==> config.mk <==
export PLATFORM = sky130hd
export DESIGN_NAME = mem_bus_arbiter_flat
export DESIGN_NICKNAME = d
export VERILOG_FILES = /design/src/rtl/mem_bus_arbiter_if.sv /design/src/rtl/mem_bus_arbiter.sv /design/src/flat_wrapper.sv
export SDC_FILE = /design/constraint.sdc
export NUM_CORES = 1
export LEC_CHECK = 0
export ABC_AREA = 1
export CAP_MARGIN = 25
export CORE_MARGIN = 5
export CORE_UTILIZATION = 43
export CTS_CLUSTER_DIAMETER = 150
export DETAILED_ROUTE_END_ITERATION = 7
export GPL_TIMING_DRIVEN = 0
export PLACE_DENSITY = 0.92
export SETUP_SLACK_MARGIN = 0.05
export SYNTH_ARGS = -nofsm -noshare
export SYNTH_HDL_FRONTEND = slang
export SYNTH_SLANG_ARGS = --single-unit
==> constraint.sdc <==
create_clock -name clk -period 6.36 [get_ports clk]
set_clock_uncertainty 0.05 [all_clocks]
set_input_delay 1.272 -clock clk [delete_from_list [all_inputs] [get_ports clk]]
set_output_delay 1.272 -clock clk [all_outputs]
set_load 0.01 [all_outputs]
==> src/rtl/mem_bus_arbiter_if.sv <==
// Signal bundle between the IF/MEM requesters, the arbiter and the external memory bus.
// master = arbiter side, slave = requesters plus the bus/memory environment.
interface mem_bus_arbiter_if;
    logic        i_req;
    logic [31:0] i_addr;
    logic        i_ready;
    logic [31:0] i_rdata;
    logic        i_err;

    logic        d_req;
    logic        d_we;
    logic [1:0]  d_size;
    logic [31:0] d_addr;
    logic [31:0] d_wdata;
    logic        d_ready;
    logic [31:0] d_rdata;
    logic        d_err;

    logic [31:0] bus_addr;
    logic        bus_mreq;
    logic        bus_write;
    logic [1:0]  bus_size;
    logic [31:0] bus_wdata;
    logic        bus_wdata_oe;
    logic [31:0] bus_rdata;
    logic        bus_ack_n;

    logic        busy;

    modport master (
        input  i_req, i_addr,
        output i_ready, i_rdata, i_err,
        input  d_req, d_we, d_size, d_addr, d_wdata,
        output d_ready, d_rdata, d_err,
        output bus_addr, bus_mreq, bus_write, bus_size, bus_wdata, bus_wdata_oe,
        input  bus_rdata, bus_ack_n,
        output busy
    );

    modport slave (
        output i_req, i_addr,
        input  i_ready, i_rdata, i_err,
        output d_req, d_we, d_size, d_addr, d_wdata,
        input  d_ready, d_rdata, d_err,
        input  bus_addr, bus_mreq, bus_write, bus_size, bus_wdata, bus_wdata_oe,
        output bus_rdata, bus_ack_n,
        input  busy
    );
endinterface

==> src/rtl/mem_bus_arbiter.sv <==
// Two-port (fetch / load-store) arbiter for a single external memory bus with
// registered bus outputs, data-port priority, alternating handoff and an ack watchdog.
module mem_bus_arbiter #(
    parameter int         TIMEOUT    = 16,
    parameter logic [1:0] FETCH_SIZE = 2'b10
) (
    input logic               clk,
    input logic               rst,
    mem_bus_arbiter_if.master mb
);
    localparam int WD_W = (TIMEOUT > 1) ? $clog2(TIMEOUT + 1) : 1;
    localparam logic [WD_W-1:0] WD_LAST = WD_W'((TIMEOUT > 0) ? TIMEOUT - 1 : 0);

    typedef enum logic [1:0] {IDLE, BUSY_I, BUSY_D} state_t;

    state_t          state_q, state_d;
    logic [WD_W-1:0] wd_q;
    logic            ack, tmo, done, grant_i, grant_d;

    always_comb begin
        ack     = !mb.bus_ack_n;
        tmo     = 1'b0;
        grant_i = 1'b0;
        grant_d = 1'b0;
        state_d = state_q;
        // An ack on the timeout edge wins: tmo only fires without ack.
        if (TIMEOUT != 0 && state_q != IDLE && !ack && wd_q == WD_LAST)
            tmo = 1'b1;
        done = (state_q != IDLE) && (ack || tmo);

        case (state_q)
            IDLE: begin
                if (mb.d_req)      grant_d = 1'b1;
                else if (mb.i_req) grant_i = 1'b1;
            end
            BUSY_I: begin
                if (done) begin
                    if (mb.d_req) grant_d = 1'b1;
                    else          state_d = IDLE;
                end
            end
            BUSY_D: begin
                if (done) begin
                    if (mb.i_req) grant_i = 1'b1;
                    else          state_d = IDLE;
                end
            end
            default: state_d = IDLE;
        endcase

        if (grant_d) state_d = BUSY_D;
        if (grant_i) state_d = BUSY_I;
    end

    always_ff @(posedge clk or posedge rst) begin
        if (rst) state_q <= IDLE;
        else     state_q <= state_d;
    end

    always_ff @(posedge clk or posedge rst) begin
        if (rst) begin
            wd_q            <= '0;
            mb.i_ready      <= 1'b0;
            mb.i_err        <= 1'b0;
            mb.i_rdata      <= '0;
            mb.d_ready      <= 1'b0;
            mb.d_err        <= 1'b0;
            mb.d_rdata      <= '0;
            mb.bus_addr     <= '0;
            mb.bus_mreq     <= 1'b0;
            mb.bus_write    <= 1'b0;
            mb.bus_size     <= '0;
            mb.bus_wdata    <= '0;
            mb.bus_wdata_oe <= 1'b0;
            mb.busy         <= 1'b0;
        end else begin
            mb.i_ready <= 1'b0;
            mb.i_err   <= 1'b0;
            mb.d_ready <= 1'b0;
            mb.d_err   <= 1'b0;
            mb.busy    <= (state_d != IDLE);

            // Every grant changes state, so a state change is exactly a BUSY entry or exit.
            if (state_d != state_q)
                wd_q <= '0;
            else if (state_q != IDLE && wd_q != {WD_W{1'b1}})
                wd_q <= wd_q + WD_W'(1);

            if (done && state_q == BUSY_I) begin
                mb.i_ready <= 1'b1;
                mb.i_err   <= tmo;
                mb.i_rdata <= tmo ? '0 : mb.bus_rdata;
            end
            if (done && state_q == BUSY_D) begin
                mb.d_ready <= 1'b1;
                mb.d_err   <= tmo;
                if (tmo)                mb.d_rdata <= '0;
                else if (!mb.bus_write) mb.d_rdata <= mb.bus_rdata;
            end

            if (grant_d) begin
                mb.bus_addr     <= mb.d_addr;
                mb.bus_mreq     <= 1'b1;
                mb.bus_write    <= mb.d_we;
                mb.bus_size     <= mb.d_size;
                mb.bus_wdata    <= mb.d_we ? mb.d_wdata : '0;
                mb.bus_wdata_oe <= mb.d_we;
            end else if (grant_i) begin
                mb.bus_addr     <= mb.i_addr;
                mb.bus_mreq     <= 1'b1;
                mb.bus_write    <= 1'b0;
                mb.bus_size     <= FETCH_SIZE;
                mb.bus_wdata    <= '0;
                mb.bus_wdata_oe <= 1'b0;
            end else if (done) begin
                mb.bus_mreq     <= 1'b0;
                mb.bus_wdata_oe <= 1'b0;
            end
        end
    end
endmodule

==> src/flat_wrapper.sv <==
// flat-port wrapper written by rule: the top's interface ports become plain ports
module mem_bus_arbiter_flat 
#(
    parameter int         TIMEOUT    = 16,
    parameter logic [1:0] FETCH_SIZE = 2'b10
)
  (clk, rst, mb_i_req, mb_i_addr, mb_i_ready, mb_i_rdata, mb_i_err, mb_d_req, mb_d_we, mb_d_size, mb_d_addr, mb_d_wdata, mb_d_ready, mb_d_rdata, mb_d_err, mb_bus_addr, mb_bus_mreq, mb_bus_write, mb_bus_size, mb_bus_wdata, mb_bus_wdata_oe, mb_bus_rdata, mb_bus_ack_n, mb_busy);
  mem_bus_arbiter_if mb_i ();
  input logic clk;
  input logic rst;
  input wire logic [$bits(mb_i.i_req)-1:0] mb_i_req;
  input wire logic [$bits(mb_i.i_addr)-1:0] mb_i_addr;
  output wire logic [$bits(mb_i.i_ready)-1:0] mb_i_ready;
  output wire logic [$bits(mb_i.i_rdata)-1:0] mb_i_rdata;
  output wire logic [$bits(mb_i.i_err)-1:0] mb_i_err;
  input wire logic [$bits(mb_i.d_req)-1:0] mb_d_req;
  input wire logic [$bits(mb_i.d_we)-1:0] mb_d_we;
  input wire logic [$bits(mb_i.d_size)-1:0] mb_d_size;
  input wire logic [$bits(mb_i.d_addr)-1:0] mb_d_addr;
  input wire logic [$bits(mb_i.d_wdata)-1:0] mb_d_wdata;
  output wire logic [$bits(mb_i.d_ready)-1:0] mb_d_ready;
  output wire logic [$bits(mb_i.d_rdata)-1:0] mb_d_rdata;
  output wire logic [$bits(mb_i.d_err)-1:0] mb_d_err;
  output wire logic [$bits(mb_i.bus_addr)-1:0] mb_bus_addr;
  output wire logic [$bits(mb_i.bus_mreq)-1:0] mb_bus_mreq;
  output wire logic [$bits(mb_i.bus_write)-1:0] mb_bus_write;
  output wire logic [$bits(mb_i.bus_size)-1:0] mb_bus_size;
  output wire logic [$bits(mb_i.bus_wdata)-1:0] mb_bus_wdata;
  output wire logic [$bits(mb_i.bus_wdata_oe)-1:0] mb_bus_wdata_oe;
  input wire logic [$bits(mb_i.bus_rdata)-1:0] mb_bus_rdata;
  input wire logic [$bits(mb_i.bus_ack_n)-1:0] mb_bus_ack_n;
  output wire logic [$bits(mb_i.busy)-1:0] mb_busy;
  assign mb_i.i_req = mb_i_req;
  assign mb_i.i_addr = mb_i_addr;
  assign mb_i_ready = mb_i.i_ready;
  assign mb_i_rdata = mb_i.i_rdata;
  assign mb_i_err = mb_i.i_err;
  assign mb_i.d_req = mb_d_req;
  assign mb_i.d_we = mb_d_we;
  assign mb_i.d_size = mb_d_size;
  assign mb_i.d_addr = mb_d_addr;
  assign mb_i.d_wdata = mb_d_wdata;
  assign mb_d_ready = mb_i.d_ready;
  assign mb_d_rdata = mb_i.d_rdata;
  assign mb_d_err = mb_i.d_err;
  assign mb_bus_addr = mb_i.bus_addr;
  assign mb_bus_mreq = mb_i.bus_mreq;
  assign mb_bus_write = mb_i.bus_write;
  assign mb_bus_size = mb_i.bus_size;
  assign mb_bus_wdata = mb_i.bus_wdata;
  assign mb_bus_wdata_oe = mb_i.bus_wdata_oe;
  assign mb_i.bus_rdata = mb_bus_rdata;
  assign mb_i.bus_ack_n = mb_bus_ack_n;
  assign mb_busy = mb_i.busy;
  mem_bus_arbiter #(.TIMEOUT(TIMEOUT), .FETCH_SIZE(FETCH_SIZE)) u_core (.clk(clk), .rst(rst), .mb(mb_i));
endmodule
==> results.md <==
- Status: finished, final reports clean
- Die span in y: around 130 um
- Final critical-path required period: approximately 2.9 ns
- LEAKAGE: 4.851 nW
- Pre-antenna DRT Iters: 5
- Average routed wire per standard cell: 16.47 um
- Die X: between 100 and 150 um
- Syn Nets: between 800 and 900
- Global-route wire length before repair: 32.96 mm
- Area enclosed by the die boundary: between 0.015 and 0.02 mm^2
- Maximum number of pins on one net before global-route repair: around 90
- Total of buffers placed on input and output ports: approximately 270
- Final HPWL DP: 15.39 mm
- Post-synthesis cell area: 0.006467 mm^2
- Number of standard cells after synthesis: 746
- Num CTS Buffers: 17
- Total Neg Setup Slack: 0 ns
- Number of maximum-capacitance violations: 0
- Number of buffer and inverter stages on the critical path: 3
- Wirelength, routed: slightly above 20 mm
- Antenna diode instance count: 0
- Count of synthesis-stage warnings from yosys: 0
- Max-slew violation count: 0
- # fillers: between 1000 and 1500
- Most common cell after layout, fill and taps aside: nand2_1
- Endpoint with the worst hold slack: u_core.mb.bus_wdata[19]$_DFFE_PP0P_
- Vias in the first global route: approximately 6400
- Post-Syn Area per Cell: 8.670 um^2
- Fraction of the yosys area taken by sequential cells: between 50% and 60%
- Post-synth cell types: 26
- Post-CTS setup-driven buffer insertion count: 0
- Count of non-filler cells in the finished layout: between 1000 and 1500
- Final estimated routing congestion in global placement: 0.8416
- Launch point of the worst reg-to-reg path: u_core.wd_q[0]$_DFFE_PP0P_
- Number of placed instances, taps included: roughly 1200
- Area growth, synth to finish: 55.37%
- Family of cells with the greatest summed delay on the critical path: buffers and inverters
- Worst path required time: ~6.6 ns
- Remaining global-route overflow: 0
- Largest driver fanout on the critical path: 10
- Arrival time of the worst setup path: around 3.1 ns
- Later-pin clock latency in the skew report: around 0.40 ns
- Clock Tree Root: clkbuf_16
- Power per unit of standard cell area: around 480 mW/mm^2
- Clock tree from TritonCTS: yes
- Hold Slack: ~0.42 ns
- Final setup vio count: 0
- Ranking of synthesized cells by area: dfrtp_1 56%, nand2_1 16%, inv_1 4.5%, nand3_1 3.9%, o21a_1 3.7%
- Resized Gates After CTS: 0
- Depth of the worst hold-timing path: 2
- DRT antenna net count: 0
- Max VDD drop: ~0.00025 V
- DR vias/cell: 4.895
- Largest stage delay on the critical path: 0.59 ns
- Hold path startpoint: u_core.mb.bus_wdata[19]$_DFFE_PP0P_
- Transition time at the pin with the least slew margin: around 0.54 ns
- Post-synthesis register bit count: 145
- Placeable core area: roughly 0.015 mm^2
- Number of rows created at floorplan: 44
- Clock transition at the registers of the reported paths: approximately 0.060 ns
- DR vias: between 6000 and 7000
- Overall Global Routing Usage: between 20% and 30%
- Path type of the worst setup path: input pin to flop
- Fraction of final layout cells with drive strength greater than 1: under 10%
- Worst r2r path cells: 9
- Number of antenna violations at the first check in global routing: 0
- Number of H-tree levels: 4
- Kind of path behind the tightest hold check: flop to flop
- Maximum clock path buffer count: 2
- Boundary pin count: 274
- Most used cells in the layout excluding fill and tap cells: 282 x nand2_1, 272 x clkdlybuf4s50_1, 145 x dfrtp_1, 76 x inv_1, 51 x nand3_1
- Unrepaired setup endpoints after global routing: no
- DRT iter0 DRCs: between 300 and 400
- Worst relative slew slack: 63.79%
- Share of the clock period used by the worst path after layout: 44.87%
- Clock sink total: ~150
- Area fraction of the dominant cell type after synthesis: 56.10%
- Post-cts hold buffer count: 0
- Crit path capture type: flop
- Critical Path Source Type: input pin
- Cell area after placement: about 0.0095 mm^2
- # DRC: 0
- Starting density of the core: between 40% and 50%
- Fmax: about 350 MHz
- Setup slack on the worst flop-to-flop path: 3.94 ns
- Non-Filler Cell Area, Final: roughly 0.01 mm^2
- Endpoint of the worst register-to-register path: u_core.wd_q[1]$_DFFE_PP0P_
- Number of failing hold endpoints at the final stage: 0
- Biggest area consumer among synthesized cells: dfrtp_1
- Critical path, cell by cell: clkdlybuf4s50_1, inv_1, o21ai_2, nand2_2, nand2_4, buf_2, nand3_1, nor2_1
- Cell with the largest stage delay on the worst path: clkdlybuf4s50_1
- Final Net Count: 1177
==> per-layer routing <==
metal	global-route usage (%)	vias up	share of wire, %
met5	0	-	0
met4	6.467	0	1.6
met3	8.238	27	10
met2	41.55	303	50
met1	26.86	2824	38
li1	-	2886	-
==> tightest hold or removal path: stages, from the launching register on <==
cell and delay (ns):
dfrtp_1 0.34, nand2_1 0.05, nand2_1 0.05
==> sequential cells by signal (all words and copies together), names as in the netlist <==
| name | flops |
|---|---|
| u_core.mb.bus_write | 1 |
| u_core.mb.i_rdata | 32 |
| u_core.mb.busy | 1 |
| u_core.mb.bus_size | 2 |
| u_core.mb.d_rdata | 32 |
| u_core.state_q | 2 |
| u_core.mb.d_err | 1 |
| u_core.mb.bus_mreq | 1 |
| u_core.mb.bus_wdata | 32 |
| u_core.mb.i_ready | 1 |
| u_core.mb.bus_wdata_oe | 1 |
| u_core.mb.d_ready | 1 |
| u_core.mb.bus_addr | 32 |
| u_core.wd_q | 5 |
| u_core.mb.i_err | 1 |
==> stage by stage <==
| stage | utilization (%) | setup slack (ns) | power, mW |
|---|---|---|---|
| 2_1_floorplan | - | 1.143 | 2.576 |
| 3_3_place_gp | 64.33 | -0.7584 | 3.709 |
| 3_5_place_dp | 64.55 | 3.046 | 3.794 |
| 4_1_cts | 68.62 | 3.466 | 4.836 |
| 5_1_grt | 68.62 | 3.349 | 5.094 |
| 6_report | 68.62 | 3.506 | 4.790 |
==> cell type report <==
| cell class | instances | area [um^2] | area share [%] |
|---|---|---|---|
| plain buffers | 39 | 260.3 | 2.590 |
| clock buffers | 22 | 464.2 | 4.620 |
| clock inverters | 9 | 131.4 | 1.307 |
| inverters | 81 | 309.0 | 3.076 |
| multi-input cells | 481 | 2275 | 22.64 |
| flip-flops and latches | 145 | 3628 | 36.11 |
| well taps | 184 | 230.2 | 2.291 |
| repair buffers | 273 | 2750 | 27.37 |
==> kinds of logic (layout without fill, tap and decap cells) <==
logic type                 Yosys count  after routing  share of synthesized area (%)
xor gates and xnor gates             3              3                         0.4063
buffers and inverters              120            424                          8.725
and+or+nand+nor                    406            406                          27.14
DFF                                145            145                          56.10
adders and majority gates            3              3                         0.5804
AOI/OAI and AO/OA                   69             69                          7.042
==> cells in the mapped netlist (all sizes together) <==
cell	instances
xnor2	1
nand3	71
nand2	289
o21ai	34
clkbuf	6
and3	1
o22a	1
inv	81
nor2	44
xor2	2
nand4	1
o21a	32
a21oi	2
dfrtp	145
ha	3
buf	33
==> worst max path at each step <==
| stage | depth (start not counted) | from | slack (ns) | endpoint |
|---|---|---|---|---|
| floorplan | 1 | rst | 1.14 | u_core.mb.bus_addr[0]$_DFFE_PP0P_ |
| global placement | 2 | rst | -0.76 | u_core.mb.bus_wdata[1]$_DFFE_PP0P_ |
| detailed placement | 8 | mb_bus_ack_n | 3.05 | u_core.wd_q[0]$_DFFE_PP0P_ |
| CTS | 8 | mb_bus_ack_n | 3.47 | u_core.wd_q[0]$_DFFE_PP0P_ |
| global route | 8 | mb_bus_ack_n | 3.35 | u_core.wd_q[0]$_DFFE_PP0P_ |
| finish | 8 | mb_bus_ack_n | 3.51 | u_core.wd_q[1]$_DFFE_PP0P_ |
==> where the power goes <==
| part | leakage (nW) | internal (mW) | switching, mW | total, mW |
|---|---|---|---|---|
| Combinational | 2.78 | 1.13 | 1.07 | 2.19 |
| Sequential | 1.79 | 1.34 | 0.245 | 1.58 |
| Clock | 0.283 | 0.636 | 0.378 | 1.01 |
| Total | 4.85 | 3.10 | 1.69 | 4.79 |
Power figures use the tool's default switching activity.
